File: src/rtl/serial_adder.sv
// Bit-serial WIDTH-bit adder: one full-adder cell, LSB first, with a start/done handshake.
// Define SERIAL_ADDER_OVF_EN to add the registered two's-complement overflow output ovf.
module serial_adder #(
   parameter int WIDTH = 8
) (
   input  logic             clk,
   input  logic             rst,
   input  logic             start,
   input  logic [WIDTH-1:0] a,
   input  logic [WIDTH-1:0] b,
   input  logic             cin,
   output logic             busy,
   output logic             done,
   output logic [WIDTH-1:0] sum,
   output logic             cout
`ifdef SERIAL_ADDER_OVF_EN
   ,
   output logic             ovf
`endif
);

   localparam int CNT_W = (WIDTH > 1) ? $clog2(WIDTH) : 1;
   localparam logic [CNT_W-1:0] LAST_CNT = CNT_W'(WIDTH - 1);

   typedef enum logic [1:0] {
      IDLE = 2'd0,
      RUN  = 2'd1,
      DONE = 2'd2
   } state_t;

   function automatic logic fa_sum(input logic x, input logic y, input logic ci);
      return x ^ y ^ ci;
   endfunction

   function automatic logic fa_carry(input logic x, input logic y, input logic ci);
      return (x & y) | (x & ci) | (y & ci);
   endfunction

   state_t             state_q, state_d;
   logic [WIDTH-1:0]   a_sh_q, a_sh_d;
   logic [WIDTH-1:0]   b_sh_q, b_sh_d;
   // Holds the WIDTH-1 low sum bits already produced; the final bit comes straight from the cell.
   logic [WIDTH-2:0]   s_sh_q, s_sh_d;
   logic               carry_q, carry_d;
   logic [CNT_W-1:0]   cnt_q, cnt_d;
   logic [WIDTH-1:0]   sum_q, sum_d;
   logic               cout_q, cout_d;
   logic               busy_q, busy_d;
   logic               done_q, done_d;
   logic               s_bit_s;
   logic               c_bit_s;
`ifdef SERIAL_ADDER_OVF_EN
   logic               ovf_q, ovf_d;
`endif

   assign s_bit_s = fa_sum(a_sh_q[0], b_sh_q[0], carry_q);
   assign c_bit_s = fa_carry(a_sh_q[0], b_sh_q[0], carry_q);

   // Next-state, datapath and handshake decode
   always_comb begin
      state_d = state_q;
      a_sh_d  = a_sh_q;
      b_sh_d  = b_sh_q;
      s_sh_d  = s_sh_q;
      carry_d = carry_q;
      cnt_d   = cnt_q;
      sum_d   = sum_q;
      cout_d  = cout_q;
`ifdef SERIAL_ADDER_OVF_EN
      ovf_d   = ovf_q;
`endif
      case (state_q)
         IDLE, DONE: begin
            if (start) begin
               a_sh_d  = a;
               b_sh_d  = b;
               carry_d = cin;
               cnt_d   = {CNT_W{1'b0}};
               state_d = RUN;
            end else begin
               state_d = IDLE;
            end
         end
         RUN: begin
            a_sh_d  = {1'b0, a_sh_q[WIDTH-1:1]};
            b_sh_d  = {1'b0, b_sh_q[WIDTH-1:1]};
            s_sh_d  = (WIDTH-1)'({s_bit_s, s_sh_q} >> 1);
            carry_d = c_bit_s;
            if (cnt_q == LAST_CNT) begin
               cnt_d   = {CNT_W{1'b0}};
               sum_d   = {s_bit_s, s_sh_q};
               cout_d  = c_bit_s;
`ifdef SERIAL_ADDER_OVF_EN
               // carry_q is the carry into the MSB on this last step
               ovf_d   = carry_q ^ c_bit_s;
`endif
               state_d = DONE;
            end else begin
               cnt_d   = cnt_q + CNT_W'(1);
               state_d = RUN;
            end
         end
         default: begin
            state_d = IDLE;
         end
      endcase
      busy_d = (state_d == RUN);
      done_d = (state_d == DONE);
   end

   // State and datapath registers with synchronous reset
   always_ff @(posedge clk) begin
      if (rst) begin
         state_q <= IDLE;
         a_sh_q  <= {WIDTH{1'b0}};
         b_sh_q  <= {WIDTH{1'b0}};
         s_sh_q  <= {(WIDTH-1){1'b0}};
         carry_q <= 1'b0;
         cnt_q   <= {CNT_W{1'b0}};
         sum_q   <= {WIDTH{1'b0}};
         cout_q  <= 1'b0;
         busy_q  <= 1'b0;
         done_q  <= 1'b0;
`ifdef SERIAL_ADDER_OVF_EN
         ovf_q   <= 1'b0;
`endif
      end else begin
         state_q <= state_d;
         a_sh_q  <= a_sh_d;
         b_sh_q  <= b_sh_d;
         s_sh_q  <= s_sh_d;
         carry_q <= carry_d;
         cnt_q   <= cnt_d;
         sum_q   <= sum_d;
         cout_q  <= cout_d;
         busy_q  <= busy_d;
         done_q  <= done_d;
`ifdef SERIAL_ADDER_OVF_EN
         ovf_q   <= ovf_d;
`endif
      end
   end

   assign busy = busy_q;
   assign done = done_q;
   assign sum  = sum_q;
   assign cout = cout_q;
`ifdef SERIAL_ADDER_OVF_EN
   assign ovf  = ovf_q;
`endif

endmodule
File: config.mk
export PLATFORM = sky130hd
export DESIGN_NAME = serial_adder
export DESIGN_NICKNAME = d
export VERILOG_FILES = /design/src/rtl/serial_adder.sv
export SDC_FILE = /design/constraint.sdc
export NUM_CORES = 1
export LEC_CHECK = 0
export ABC_AREA = 1
export BUFFER_PORTS_ARGS = -buffer_cell sky130_fd_sc_hd__buf_2
export CAP_MARGIN = 20
export CELL_PAD_IN_SITES_DETAIL_PLACEMENT = 1
export CELL_PAD_IN_SITES_GLOBAL_PLACEMENT = 2
export CORE_UTILIZATION = 28
export DETAILED_ROUTE_END_ITERATION = 8
export PLACE_DENSITY_LB_ADDON = 0.1
export SLEW_MARGIN = 20
export SYNTH_ARGS = -nofsm -noshare
export SYNTH_HDL_FRONTEND = slang
export SYNTH_SLANG_ARGS = --single-unit
export TNS_END_PERCENT = 100
File: constraint.sdc
create_clock -name clk -period 1.45 [get_ports clk]
set_clock_uncertainty 0.2 [all_clocks]
set_input_delay 0.2175 -clock clk [delete_from_list [all_inputs] [get_ports clk]]
set_output_delay 0.2175 -clock clk [all_outputs]
set_load 0.02 [all_outputs]
After elaboration in Yosys (flattened, before gate mapping)
Cells that the tools add are included.

operators by class
  reduce and logical (&&, ||, !) cells = 5
  multiplexer cells = 12
  bitwise operators = 7
  $add $sub $neg = 1
  eq/ne operators = 6

operators by type and width
  cell                   count
  $pmux W8 S2            2
  $mux W8                2
  $mux W3                2
  $pmux W3 S2            1
  $eq A2 B1 Y1 const B   2
  $eq A2 B2 Y1 const B   2
  $pmux W2 S2            1
  $reduce_and A2 Y1      2
  $add A3 B1 Y3 const B  1
  $and A1 B1 Y1          3
  $eq A3 B3 Y1 const B   1
  $logic_not A2 Y1       1
  $mux W1                2
  $mux W2                1
  $ne A2 B2 Y1 const B   1
  $or A1 B1 Y1           2
  $pmux W1 S2            1
  $reduce_bool A2 Y1     1
  $reduce_or A2 Y1       1
  $xor A1 B1 Y1          2

word-level totals
  output and inout port bits = 11
  register bits after elaboration = 40
  bits of input ports = 20
  word-level logic and storage cells = 41

Logic depth before layout (Yosys ltp)
Gate-level depths: netlist (run 1).

  depth in word-level cells = 4
  depth in mapped cells = 7
  gate-level depth less buffers = 7

Worst setup path before layout (run 1)
Ideal clock, no wire load.

  path type = flip-flop to flip-flop
  start point = register cnt_q[0]
  end point = register cout_q (netlist: cout)
  path slack = 0.014 ns
  arrival time = 1.165 ns
  clock period less this slack = 1.436 ns
  required time = 1.179 ns
  stages on the path, launching flop included = 7
  library setup time = 0.071 ns
  path buffers = 1
  path through = dfxtp_1 ha_1 ha_1 buf_2 nand2_1 nand2_1 a21oi_1

between the ends
  word-level cells in the longest chain between the ends = 2

RTL lines
  element                             RTL line  source
  start: declaration                  45        logic [CNT_W-1:0] cnt_q, cnt_d;
  start signal: assignment            119       cnt_q <= {CNT_W{1'b0}};
  start signal: assignment            133       cnt_q <= cnt_d;
  $eq A3 B3 Y1                        89        if (cnt_q == LAST_CNT) begin
  $reduce_and A2 Y1 (no source line)  -
  end signal: assignment              135       cout_q <= cout_d;
  end: declaration                    47        logic cout_q, cout_d;

Every way passes these cells.
A chain may end at the register's enable or synchronous reset.

Worst setup path after layout (run 1)
  start point = register cnt_q[0]
  end point = register cnt_q[0]

between the ends
  word-level cells in the longest chain between the ends = 3
  elaborated cells between the ends (all ways) = 4
  classes of those cells = add/sub: 1; eq/ne: 1; mux: 2

RTL lines
  element                                               RTL line  source
  $add A3 B1 Y3 / $eq A3 B3 Y1 (equally long branches)  99, 89
  $mux W3 (*)                                           89
  $pmux W3 S2 (*)                                       72        case (state_q)

Every way passes the cells marked *; elsewhere a longest branch is shown, timed or not.

==> results of run 1 <==
-- worst max-delay path by stage --
stage | startpoint | endpoint | slack (ns) | cells after the start
finish | cnt_q[0]$_SDFFE_PP0P_ | cnt_q[0]$_SDFFE_PP0P_ | 0.07 | 6
global route | cnt_q[0]$_SDFFE_PP0P_ | sum[1]$_SDFFE_PP0P_ | -0.01 | 6
CTS | cnt_q[0]$_SDFFE_PP0P_ | cnt_q[0]$_SDFFE_PP0P_ | 0.01 | 6
detailed placement | state_q[0]$_SDFF_PP0_ | sum[1]$_SDFFE_PP0P_ | -0.006 | 5
global placement | state_q[0]$_SDFF_PP0_ | sum[1]$_SDFFE_PP0P_ | -0.008 | 5
floorplan | cnt_q[0]$_SDFFE_PP0P_ | cout$_SDFFE_PP0P_ | 0.01 | 6
-- cells in the mapped netlist --
master    count  area share, %
clkbuf_1      2           0.39
ha_1          2            1.3
nand3b_1      3            1.2
nand3_2       1           0.52
a21oi_1      15            3.9
inv_6         1           0.46
nand3_1      41             11
dfxtp_1      40             42
nand2_1      44            8.7
a21oi_2       1           0.46
nor3_2       13            6.8
buf_4         2           0.79
inv_2         2           0.39
fa_1          1            1.0
o21ai_0       7            1.8
inv_1        37            7.3
nor2_1       24            4.7
nand2_4       1           0.59
buf_6         5            2.9
buf_2         8            2.1
nor2_4        1           0.59
nor3_1        2           0.52
o21ai_1       3           0.79
-- routing by layer --
metal  GRT usage, %  part of all wire [%]  wire [um]  vias to the layer above
met1           19.1                    51       2420                      799
met3           3.24                   2.3        112                        6
met4           5.08                   1.4         65                        0
met2           25.5                    46       2170                       20
li1               -                     -          -                      912
met5              0                     0          0                        -
-- kinds of logic (layout without fill, tap and decap cells) --
logic type / count (synthesis) / after routing / share of synthesized area, %
and+or+nand+nor: 130 / 130 / 34.3
buffers and inverters: 57 / 113 / 14.4
DFF: 40 / 40 / 41.9
AOI/OAI and AO/OA: 26 / 26 / 7.01
adders and majority gates: 3 / 3 / 2.36
-- cells in the final DEF (no fill, tap or decap), types with 7 or more instances in the layout --
cell type / count
dfxtp_1: 37
o21ai_0: 7
a21oi_1: 15
dlygate4sd3_1: 17
nor2_1: 23
inv_1: 37
buf_2: 30
nor3_2: 13
nand2_1: 43
nand3_1: 41
buf_4: 13
-- critical path, stage by stage (launching register included) --
cell and delay (ns):
dfxtp_2 0.33, ha_1 0.19, ha_2 0.19, buf_4 0.15, nor2_2 0.07, nand2_1 0.05
a21oi_1 0.13
-- state kept, by name (all words and copies together), names as in the netlist --
name and count:
carry_q 1, cnt_q 3, cout 1, done 1
b_sh_q 8, sum 8, state_q 2, s_sh_q 7
busy 1, a_sh_q 8
-- through the flow --
step                      power (mW)  instances  hold WS (ns)  setup WS, ns
after global routing            2.81        389         0.125       -0.0123
after detailed placement        1.68        364         0.252      -0.00585
after global placement          1.67        364         0.245      -0.00777
after CTS                       2.69        389        0.0920        0.0117
after floorplan                 1.54        256        0.0866        0.0137
final                           2.65        389         0.101        0.0679
-- cell type report --
cell class / count / area [um^2]
clock buffers: 5 / 68.8
clock inverters: 3 / 46.3
fillers: 825 / 3930
inverters: 40 / 155
multi-input cells: 159 / 852
flip-flops and latches: 40 / 805
well taps: 77 / 96.3
repair buffers: 65 / 509
-- power breakdown --
part	leakage [nW]	total, mW	switching (mW)	internal [mW]
Sequential	0.329	1.21	0.0356	1.17
Combinational	0.807	0.476	0.260	0.216
Clock	0.0548	0.962	0.443	0.519
-- what timing repair did --
item	in CTS	in global routing
pin swaps	0	1
hold buffers	17	0
buffers inserted	0	0
resized for setup	1	8
hold endpoints to repair	17	0
endpoints found under the setup margin	5	20
==> reports/metrics.csv, run 1 <==
metric;value;unit
status;finished clean;
crit_path_start_kind;flip-flop;
yosysWarningCount;0;
avgSynthCellArea;7.46;um^2
placed_area;2220;um^2
final_core_util;39.2;%
cts.clk_slew.worst_paths;0.08;ns
ant_nets;0;
cts_max_level;2;
ir_drop;379;uV
numCtsBuffers;5;
relSlewSlack;84.4;%
first_global_vias;1800;
cts-root-buf;clkbuf_8;
grt_pass1_wl;8580;um
finalSetupViolCount;0;
syn_nets;279;
clockBufferDepth;2;
gp_congestion;0.696;
p_leak;1.19;nW
dp_hpwl;3320;um
cts_tree;yes;
grt_max_degree;22;
grt.overflow.total;0;
path_max_fanout;4;
worstHoldEndpoint;cnt_q[2]$_SDFFE_PP0P_;
die_h;84.6;um
crit_type;flip-flop to flip-flop;
endpoint_kind;flip-flop;
yosysSeqAreaShare;41.9;%
max_freq;724;MHz
clkSinkCount;40;
firstDrtPassIters;6;
final-hold-violation-count;0;
maxCapViolations;0;
hp-class;primary input to flip-flop;
drive_above_1_share;26.6;%
drt-initial-drc-count;64;
ios;31;
cp.required;1.47;ns
die_area;7150;um^2
vias_per_cell;4.47;
r2r-start;cnt_q[0]$_SDFFE_PP0P_;
power_density;1050;nW/um^2
ys_types;23;
synthCells;256;
initial_core_util;29.6;%
syn2layout_area_growth;32.6;%
coreArea;6460;um^2
clk_latency;0.30;ns
portBuffers;30;
tightestPinTransition;0.234;ns
antenna_found_initial;0;
drv_slew;0;
ys_ff_latch;40;
whs_path_depth;3;
rr_endpoint;cnt_q[0]$_SDFFE_PP0P_;
period_share;95.3;%
dieWidth;84.6;um
grtUsageTotal;15.1;%
antennaDiodeCount;0;
row_count;29;
finalInstanceArea;2530;um^2
reg2reg_depth;6;
drt-total-wl;4770;um
nets;334;
drc;0;
reg2reg_setup_slack;0.07;ns
rsz0062_at_grt;yes;
cp.arrival;1.40;ns
wl_per_cell;12.3;um
routed-via-count;1737;
netlist_area;1910;um^2
tns;0;ns
layout_min_cycle_time;1.38;ns
hp-start;rst;
(Power assumes the default switching activity.)
==> run 2, diff against run 1 <==
--- a/config.mk
+++ b/config.mk
@@ -5,12 +5,11 @@
 export SDC_FILE = /design/constraint.sdc
 export NUM_CORES = 1
 export LEC_CHECK = 0
-export ABC_AREA = 1
 export BUFFER_PORTS_ARGS = -buffer_cell sky130_fd_sc_hd__buf_2
 export CAP_MARGIN = 20
 export CELL_PAD_IN_SITES_DETAIL_PLACEMENT = 1
 export CELL_PAD_IN_SITES_GLOBAL_PLACEMENT = 2
-export CORE_UTILIZATION = 28
+export CORE_UTILIZATION = 29
 export DETAILED_ROUTE_END_ITERATION = 8
 export PLACE_DENSITY_LB_ADDON = 0.1
 export SLEW_MARGIN = 20
==> run 2 against run 1 <==
Net effect:
- area after synthesis decreased by 13%
- largest cell class is now sequential cells
- critical endpoint is now sum[7]$_SDFFE_PP0P_
- cell count decreased by 23%
- critical path type unchanged
- die area decreased by 16%
- clock power decreased by 21%
- critical path depth decreased by 3
- count of clock-buffer cells in the layout increased by 3
- highest routed layer unchanged
==> reports/metrics.csv, run 2 <==
metric;value;unit
ios;31;
synth_top_area_share;48.3;%
layout_min_cycle_time;1.40;ns
max_freq;714;MHz
cts_tree;yes;
die_area;6030;um^2
final_common_cell;nand2_1;
tightestPinTransition;0.226;ns
first_global_vias;1605;
avgSynthCellArea;8.60;um^2
final_cell_mix;56 x nand2_1, 36 x dfxtp_1, 30 x buf_2;
routed-via-count;1462;
ir_drop;340;uV
synthCells;193;
syn2layout_area_growth;29.0;%
initial_core_util;30.1;%
yosysWarningCount;0;
relSlewSlack;84.9;%
wl_per_cell;14.2;um
grt_max_degree;44;
period_share;96.6;%
tns;0;ns
crit_buf_inv;0;
status;finished clean;
slowest_delay;0.58;ns
hp-class;primary input to flip-flop;
maxCapViolations;0;
fin_cells;301;
placedCellCount;286;
cp.arrival;1.42;ns
grt_pass1_wl;7120;um
grtUsageTotal;15.1;%
numCtsBuffers;5;
cts_max_level;2;
portBuffers;30;
power_density;1070;nW/um^2
yosys-top-cells-area;dfxtp_1 48%, nand2_1 13%, a311oi_2 9.0%;
firstDrtPassIters;4;
dieWidth;77.6;um
cts-root-buf;clkbuf_8;
ys_types;21;
cp.required;1.47;ns
crit_family;adder cells;
netlist_area;1660;um^2
crit_type;flip-flop to flip-flop;
yosysSeqAreaShare;48.3;%
clockBufferDepth;2;
finalSetupViolCount;0;
worstPathCellList;fa_1 -> nand3_1 -> a21oi_1;
slowest_stage;fa_1;
timing.hold.ws;0.00598;ns
drv_slew;0;
synthTopCellsByCount;57 x nand2_1, 40 x dfxtp_1, 20 x a21oi_1, 20 x nor2_1, 13 x nand3_1;
gp_congestion;0.705;
final_core_util;38.9;%
path_max_fanout;2;
placed_area;1910;um^2
coreArea;5510;um^2
row_count;27;
synthFlopType;dfxtp_1;
clkSinkCount;40;
cts_setup_buffers;0;
die_h;77.6;um
ant_nets;0;
cts.clk_slew.worst_paths;0.08;ns
synth_edf_count;0;
ys_ff_latch;40;
drc;0;
async_reset_ff_share;0;%
syn_nets;216;
dp_hpwl;2650;um
endpoint_kind;flip-flop;
yosysTopAreaCell;dfxtp_1;
synth_most_common_cell;nand2_1;
grt.overflow.total;0;
antenna_found_initial;0;
final-hold-violation-count;0;
finalInstanceArea;2140;um^2
p_leak;0.824;nW
nets;251;
drt-initial-drc-count;43;
antennaDiodeCount;0;
drive_above_1_share;29.3;%
crit_path_start_kind;flip-flop;
fillers;653;
vias_per_cell;4.86;
drt-total-wl;4280;um
clk_latency;0.29;ns
==> run 2: cell types whose count changed in the layout (fill, tap and decap cells not counted), sizes merged, moves of 4 or more <==
cell / before / now
buf: 48 / 38
a21oi: 16 / 20
nor2: 25 / 20
nand3: 42 / 13
o21ai: 10 / 0
inv: 41 / 0
clkbuf: 5 / 9
nand2: 45 / 57
nor3: 15 / 0
a311oi: 0 / 15
dlygate4sd3: 17 / 6
==> run 2: metal layers <==
| metal | wire, um | track usage, % |
|---|---|---|
| met1 | 1870 | 14.9 |
| met5 | 0 | 0 |
| met4 | 57 | 5.09 |
| met2 | 2220 | 30.1 |
| met3 | 130 | 3.53 |
==> run 2: final cells by class <==
type                            instances  area, um^2  area share (%)
Tap cell                               72        90.1            4.21
Multi-Input combinational cell        136         795            37.1
Sequential cell                        40         808            37.8
Clock buffer                            8        90.1            4.21
Timing Repair Buffer                   45         358            16.7
==> run 2: cells by family (layout without fill, tap and decap cells) <==
group	count (synthesis)	in the layout	share of synthesized area, %
and+or+nand+nor	96	96	24.0
DFF	40	40	48.3
AOI/OAI and AO/OA	37	37	18.6
buffers and inverters	17	53	6.49
adders and majority gates	3	3	2.71
==> run 2: worst paths after layout <==
check	from	end	slack, ns	cells past startpoint
worst max-delay path	a_sh_q[0]$_SDFFE_PP0P_	sum[7]$_SDFFE_PP0P_	0.05	3
worst min-delay path	cin	carry_q$_SDFFE_PP0P_	0.006	3
worst max register to register	a_sh_q[0]$_SDFFE_PP0P_	sum[7]$_SDFFE_PP0P_	0.05	3
worst min register to register	sum[6]$_SDFFE_PP0P_	sum[6]$_SDFFE_PP0P_	0.26	2
==> run 2: metrics by stage <==
stage	worst slack [ns]	power, mW
finish	0.0497	2.28
floorplan	0.00521	1.42
detailed placement	-0.0401	1.52
global route	-0.0276	2.41
CTS	0.0131	2.30
global placement	0.0454	1.50
==> run 2: power by group <==
| part | internal (mW) | leakage [nW] | switching, mW |
|---|---|---|---|
| Clock | 0.388 | 0.0455 | 0.373 |
| Combinational | 0.152 | 0.450 | 0.180 |
| Sequential | 1.15 | 0.329 | 0.0359 |
==> run 2: tightest hold or removal path, cell delays in order <==
cell and delay [ns]:
buf_2 0.10, nand2_1 0.05, a311oi_1 0.08
==> run 2: repair_timing <==
action | in CTS | in global routing
hold endpoints to repair | 6 | 0
setup endpoints to repair | 10 | 30
cloned | 0 | 1
resized for setup | 5 | 9
hold buffers | 6 | 0
